[src/rtl/mem_stage_pipe.sv]
// Memory stage between EX/MEM and MEM/WB: resolves branches, runs a req/ack
// data-memory access with wait states and timeout, and registers MEM/WB results.
module mem_stage_pipe #(
    parameter int DW      = 16,
    parameter int AW      = 16,
    parameter int WBW     = 2,
    parameter int TIMEOUT = 15
) (
    input  logic           clk,
    input  logic           rst,
    input  logic           in_valid,
    input  logic [2:0]     M,
    input  logic [WBW-1:0] WB_in,
    input  logic [2:0]     flags_in,
    input  logic [2:0]     bcond,
    input  logic [AW-1:0]  addr,
    input  logic [DW-1:0]  wdata,
    input  logic [DW-1:0]  PCbranch_in,
    input  logic [DW-1:0]  ALU_in,
    output logic           mem_req,
    output logic           mem_we,
    output logic [AW-1:0]  mem_addr,
    output logic [DW-1:0]  mem_wdata,
    input  logic           mem_ack,
    input  logic [DW-1:0]  mem_rdata,
    output logic           stall,
    output logic           Branch,
    output logic [DW-1:0]  PCbranch,
    output logic           out_valid,
    output logic [WBW-1:0] WB,
    output logic [DW-1:0]  ALU,
    output logic [DW-1:0]  rdata,
    output logic [DW-1:0]  PCret,
    output logic           mem_err
);

    localparam int CW = (TIMEOUT < 1) ? 1 : $clog2(TIMEOUT + 1);
    localparam logic [CW-1:0] CNT_MAX = CW'(TIMEOUT);

    typedef enum logic {
        S_IDLE,
        S_WAIT
    } state_t;

    state_t        state;
    logic [CW-1:0] wait_cnt;

    logic           rd, wr, mem_op, abort, adv;
    logic           vld_p1;
    logic [WBW-1:0] wb_p1;
    logic [DW-1:0]  alu_p1;
    logic [DW-1:0]  rdata_p1;

    function automatic logic branch_cond(input logic [2:0] bc, input logic [2:0] f);
        logic zr, neg, ov, c;
        zr  = f[0];
        neg = f[1];
        ov  = f[2];
        case (bc)
            3'd0:    c = zr;
            3'd1:    c = neg & ~zr;
            3'd2:    c = ~neg & ~zr;
            3'd3:    c = ov;
            3'd4:    c = ~zr;
            3'd5:    c = ~neg;
            3'd6:    c = neg | zr;
            default: c = 1'b1;
        endcase
        return c;
    endfunction

    // Decode and handshake: everything combinational is masked while rst is high
    always_comb begin
        rd      = M[0] & ~M[1] & ~M[2];
        wr      = M[1] & ~M[2];
        mem_op  = in_valid & (rd | wr) & ~rst;
        abort   = (state == S_WAIT) & mem_op & ~mem_ack & (wait_cnt == CNT_MAX);
        stall   = mem_op & ~mem_ack & ~abort;
        adv     = in_valid & ~stall & ~rst;
        Branch  = in_valid & M[2] & branch_cond(bcond, flags_in) & ~rst;
        mem_req = mem_op;
        mem_err = abort;
    end

    assign mem_we    = wr;
    assign mem_addr  = addr;
    assign mem_wdata = wdata;
    assign PCbranch  = PCbranch_in;

    // Wait-state tracker
    always_ff @(posedge clk) begin
        if (rst) begin
            state    <= S_IDLE;
            wait_cnt <= '0;
        end else begin
            case (state)
                S_IDLE: begin
                    if (mem_op && !mem_ack) begin
                        state    <= S_WAIT;
                        wait_cnt <= CW'(1);
                    end
                end
                default: begin
                    if (!mem_op || mem_ack || abort) begin
                        state    <= S_IDLE;
                        wait_cnt <= '0;
                    end else begin
                        wait_cnt <= wait_cnt + CW'(1);
                    end
                end
            endcase
        end
    end

    // MEM/WB boundary (p1); an aborted access squashes its writeback controls
    always_ff @(posedge clk) begin
        if (rst) begin
            vld_p1   <= 1'b0;
            wb_p1    <= '0;
            alu_p1   <= '0;
            rdata_p1 <= '0;
        end else begin
            vld_p1 <= adv;
            if (adv) begin
                wb_p1    <= abort ? '0 : WB_in;
                alu_p1   <= ALU_in;
                rdata_p1 <= (rd && mem_ack) ? mem_rdata : '0;
            end
        end
    end

    assign out_valid = vld_p1;
    assign WB        = wb_p1;
    assign ALU       = alu_p1;
    assign rdata     = rdata_p1;
    assign PCret     = rdata_p1;

endmodule

[config.mk]
export PLATFORM = sky130hd
export DESIGN_NAME = mem_stage_pipe
export DESIGN_NICKNAME = d
export VERILOG_FILES = /design/src/rtl/mem_stage_pipe.sv
export SDC_FILE = /design/constraint.sdc
export NUM_CORES = 1
export LEC_CHECK = 0
export ABC_AREA = 1
export BUFFER_PORTS_ARGS = -buffer_cell sky130_fd_sc_hd__buf_2
export CELL_PAD_IN_SITES_DETAIL_PLACEMENT = 0
export CELL_PAD_IN_SITES_GLOBAL_PLACEMENT = 2
export CORE_ASPECT_RATIO = 0.8
export CORE_MARGIN = 4
export CORE_UTILIZATION = 16
export DETAILED_ROUTE_END_ITERATION = 7
export PLACE_DENSITY_LB_ADDON = 0.1
export SLEW_MARGIN = 20
export SYNTH_ARGS = -nofsm -noshare
export SYNTH_HDL_FRONTEND = slang
export SYNTH_SLANG_ARGS = --single-unit
export TNS_END_PERCENT = 30
[constraint.sdc]
create_clock -name clk -period 1.45 [get_ports clk]
set_input_delay 0.145 -clock clk [delete_from_list [all_inputs] [get_ports clk]]
set_output_delay 0.145 -clock clk [all_outputs]
set_load 0.1 [all_outputs]
== Yosys cells after proc, flatten, opt, wreduce, memory -nomap -nowiden ==
Index checks and enable logic that the tools add are counted.

* Output and inout port bits: 104
* Word-level logic and storage cells: 58
* Flip-flop bits (word level): 40

* Add/subtract/negate cells: 1
* Equal/unequal tests: 7
* Bitwise logic cells: 27
* Muxes and demuxes: 9
* Reductions and logical operators: 8

{| class="wikitable"
|+ Operators by type and width
! kind !! number
|-
| $and A1 B1 Y1 || 17
|-
| $mux W16 || 1
|-
| $mux W4 || 3
|-
| $eq A3 B3 Y1 const B || 3
|-
| $not A1 Y1 || 8
|-
| $pmux W1 S7 || 1
|-
| $eq A3 B2 Y1 const B || 2
|-
| $add A4 B1 Y4 const B || 1
|-
| $eq A4 B4 Y1 const B || 1
|-
| $eq A3 B1 Y1 const B || 1
|-
| $logic_not A3 Y1 || 1
|-
| $mux W1 || 3
|-
| $logic_and A1 B1 Y1 || 2
|-
| $logic_not A1 Y1 || 2
|-
| $logic_or A1 B1 Y1 || 2
|-
| $mux W2 || 1
|-
| $or A1 B1 Y1 || 2
|-
| $reduce_bool A2 Y1 || 1
|}

== Logic depth before layout (Yosys ltp) ==
* Depth after elaboration: 14
* Mapped depth: 9

== Least setup slack after synthesis ==
Ideal clock, no wire load.

* Kind: reg-to-reg
* Start: register wait_cnt[0]
* End: register wait_cnt[2]
* Slack: -1018 ps
* Data arrival time: 2398 ps
* Buffers on the path: 0
* Required time: 1380 ps
* Period minus slack after synthesis: 2468 ps
* Cell stages (with the launch flop): 7
* Path through: dfxtp_1 ha_1 nand4_2 inv_1 nor2_1 nand3_1 a21oi_1

* Cells in the longest elaborated chain, start to end: 5

{| class="wikitable"
|+ Ends and longest elaborated chain
! what !! RTL line !! text
|-
| start: declaration || 46 || <nowiki>logic [CW-1:0] wait_cnt;</nowiki>
|-
| start signal: assignment || 108 || <nowiki>wait_cnt <= wait_cnt + CW'(1);</nowiki>
|-
| branches (longest 3 deep; another with $add A4 B1 Y4) || n/a ||
|-
| $mux W4 (*) || 104 || <nowiki>if (!mem_op || mem_ack || abort) begin</nowiki>
|-
| $mux W4 (*) || 96 || <nowiki>case (state)</nowiki>
|}

Every way passes the cells marked *.
A chain may end at the register's enable or synchronous reset.

== Worst setup path after layout ==
* Start: register wait_cnt[1]
* End: output stall

* Cells in the longest elaborated chain, start to end: 4

{| class="wikitable"
|+ Ends and longest elaborated chain
! what !! RTL line !! text
|-
| $eq A4 B4 Y1 || 77 || <nowiki>abort = (state == S_WAIT) & mem_op & ~mem_ack & (wait_cnt == CNT_MAX);</nowiki>
|-
| $and A1 B1 Y1 || 77 ||
|-
| $not A1 Y1 || 78 || <nowiki>stall = mem_op & ~mem_ack & ~abort;</nowiki>
|-
| $and A1 B1 Y1 || 78 ||
|-
| end: declaration || 26 || <nowiki>output logic stall,</nowiki>
|}

Every way passes these cells.

==> metrics.yaml <==
layout.cells.most_common: "buf_2"
die_height_um: 115
maximum_number_of_pins_on_one_net_before_global_route_repair: 35
clock-sinks: 40
cts-buffers-inserted: 5
antenna_violating_nets_left: 0
timing_worst_setup_path_type: "reg2out"
sequential_fraction_of_the_synthesis_area: 0.350
postSynthAreaPerCell_um2: 7.01
kind_of_start_point_of_the_critical_path: "register"
globalRouteTotalUtil: 0.0854
finalSetupViolCount: 0
p_per_area_nw_per_um2: 1250
layout_area_growth_over_synthesis_pct: 28.4
number_of_warnings_issued_by_yosys: 0
core.rowCount: 38
finalMaxSlewViolations: 0
clock_latency_ns: 0.29
drtIter0Drc: 66
chipWidth_um: 142
floorplan.core_area_um2: 13800
power.total_uw: 3660
worstHoldPathType: "in2reg"
endpoint_kind: "output pin"
number_of_global_route_vias_before_repair: 2012
grt_pass1_wl_mm: 10.7
fp.dieArea_um2: 16300
clk_transition_reported_paths_ns: 0.07
cts_hold_buffers: 0
worst_ir_drop_vdd_v: 0.000442
number_of_top_level_pins: 199
final_critical_path_share_of_the_clock_period: 0.964
net_count_after_synthesis: 422
timing.final.hold_violations: 0
detail_route.drc_violations: 0
synthesis.area_um2: 2280
syn-instance-count: 326
post-route-min-period_ns: 1.40
outcome: "complete, no violations"
drv.max_cap_violation_count: 0
setup.reg_to_reg.worst_slack_ns: 0.09
via_count: 2060
initial_core_util: 0.166
number_of_antenna_violations_at_the_first_check_in_global_routing: 1
worst_slew_pin_slew_ns: 0.511
final-instance-count-excl-fill: 561
max_freq_mhz: 715
gpl.final_weighted_congestion: 0.704
cts.htree.levels: 2
critPathMaxFanout: 4
cts_tree: "done"
cellLeakagePower_uw: 0.00156
synthDistinctLibCells: 24
rsz0062_at_grt: "yes"
drive_above_1_share: 0.382
ctsLongestPathBuffers: 2
worstPathRequired_ns: 1.31
yosys_register_bits: 40
wirelength_mm: 6.97
nNetsFinal: 475
dp_cell_count: 547
fin_worst_skew_ns: 0.00904
grt_overflow_total: 0
mostFrequentLayoutCells: "97 x buf_2, 70 x nand2_1, 44 x nor2_1"
detailedPlacementHpwl_mm: 5.18
wire_per_inst_um: 12.4
vias_per_cell: 3.67
worst_slew_margin_relative_to_its_limit: 0.662
drt-pass1-iter-count: 4
timing.critical_path.arrival_ns: 1.25
portBuffers: 102
cts_root_buf: "clkbuf_16"
-- area by class of cell --
class	count	area, um^2
diodes	1	2.50
clock buffers	5	125
clock inverters	3	47.5
fillers	1578	10900
inverters	33	124
multi-input cells	180	863
flip-flops and latches	40	803
well taps	180	225
repair buffers	119	742
-- report_power, final --
group | total, uW | switching (uW) | leakage [uW] | internal [uW]
Sequential | 1210 | 41.4 | 0.000330 | 1170
Clock | 1330 | 508 | 0.0000840 | 819
Combinational | 1130 | 914 | 0.00115 | 216
-- flip-flops by register name, indices dropped and copies added (netlist names) --
| register | count |
|---|---|
| ALU | 16 |
| PCret | 16 |
| state | 1 |
| wait_cnt | 4 |
| WB | 2 |
| out_valid | 1 |
-- per-stage QoR --
step / worst slack, ns / TNS [ns] / utilization / cell area, um^2 / hold WS [ns]
global route: -0.0222 / -0.0335 / 0.213 / 2930 / 0.0369
floorplan: -0.535 / -1.84 / - / 2310 / 0.214
CTS: -0.0272 / -0.0272 / 0.211 / 2910 / 0.0326
global placement: 0.0677 / 0 / 0.196 / 2700 / 0.291
finish: 0.0518 / 0 / 0.213 / 2930 / 0.0438
detailed placement: 0.0727 / 0 / 0.196 / 2700 / 0.291
-- metal layers --
metal	GRT usage	wire, um	vias up
li1	-	-	1053
met1	0.112	3350	905
met2	0.123	2790	92
met3	0.0470	757	8
met4	0.0205	62	2
met5	0	7	-
-- cells in the mapped netlist --
cell type / count / share of area
nand2_4: 1 / 0.0049
o211ai_1: 1 / 0.0033
a21oi_1: 7 / 0.015
nor2_4: 1 / 0.0049
nor2_1: 47 / 0.077
inv_1: 30 / 0.049
dfxtp_1: 40 / 0.35
ha_1: 1 / 0.0055
buf_6: 3 / 0.015
o21ai_0: 3 / 0.0066
a31o_2: 1 / 0.0038
nand4_4: 1 / 0.0093
inv_2: 1 / 0.0016
o22ai_1: 1 / 0.0027
clkbuf_1: 4 / 0.0066
nand3_1: 39 / 0.085
nor2_2: 1 / 0.0027
o21bai_1: 1 / 0.0033
clkinv_1: 2 / 0.0033
nand4_2: 1 / 0.0055
buf_4: 66 / 0.22
nand3_2: 1 / 0.0044
xor2_1: 1 / 0.0038
nand2_1: 72 / 0.12
-- cells by family after synthesis --
logic type | count (synthesis) | share of synthesized area
simple gates | 164 | 0.313
buf+inv | 106 | 0.292
flops | 40 | 0.350
compound gates | 14 | 0.0351
xor+xnor | 1 | 0.00383
fa+ha+maj | 1 | 0.00548
-- timing repair --
| action | in CTS | in global routing |
|---|---|---|
| setup endpoints to repair | 2 | 12 |
| setup buffers | 4 | 1 |
| resized for setup | 3 | 4 |
| pin swaps | 3 | 2 |
-- path summary, 6_finish.rpt --
path,startpoint,to,depth (start not counted)
min,ALU_in[11],ALU[11],3
max reg2reg,wait_cnt[1],ALU[4],8
min reg2reg,WB[1],WB[1],2
max,wait_cnt[1],stall,5
-- worst max-delay path, cell delays in order, from the launching register on --
cell,delay [ns]
dfxtp_2,0.34
ha_4,0.17
nand4_4,0.09
inv_2,0.06
nor2_4,0.12
buf_12,0.19
Power figures use the tool's default switching activity.
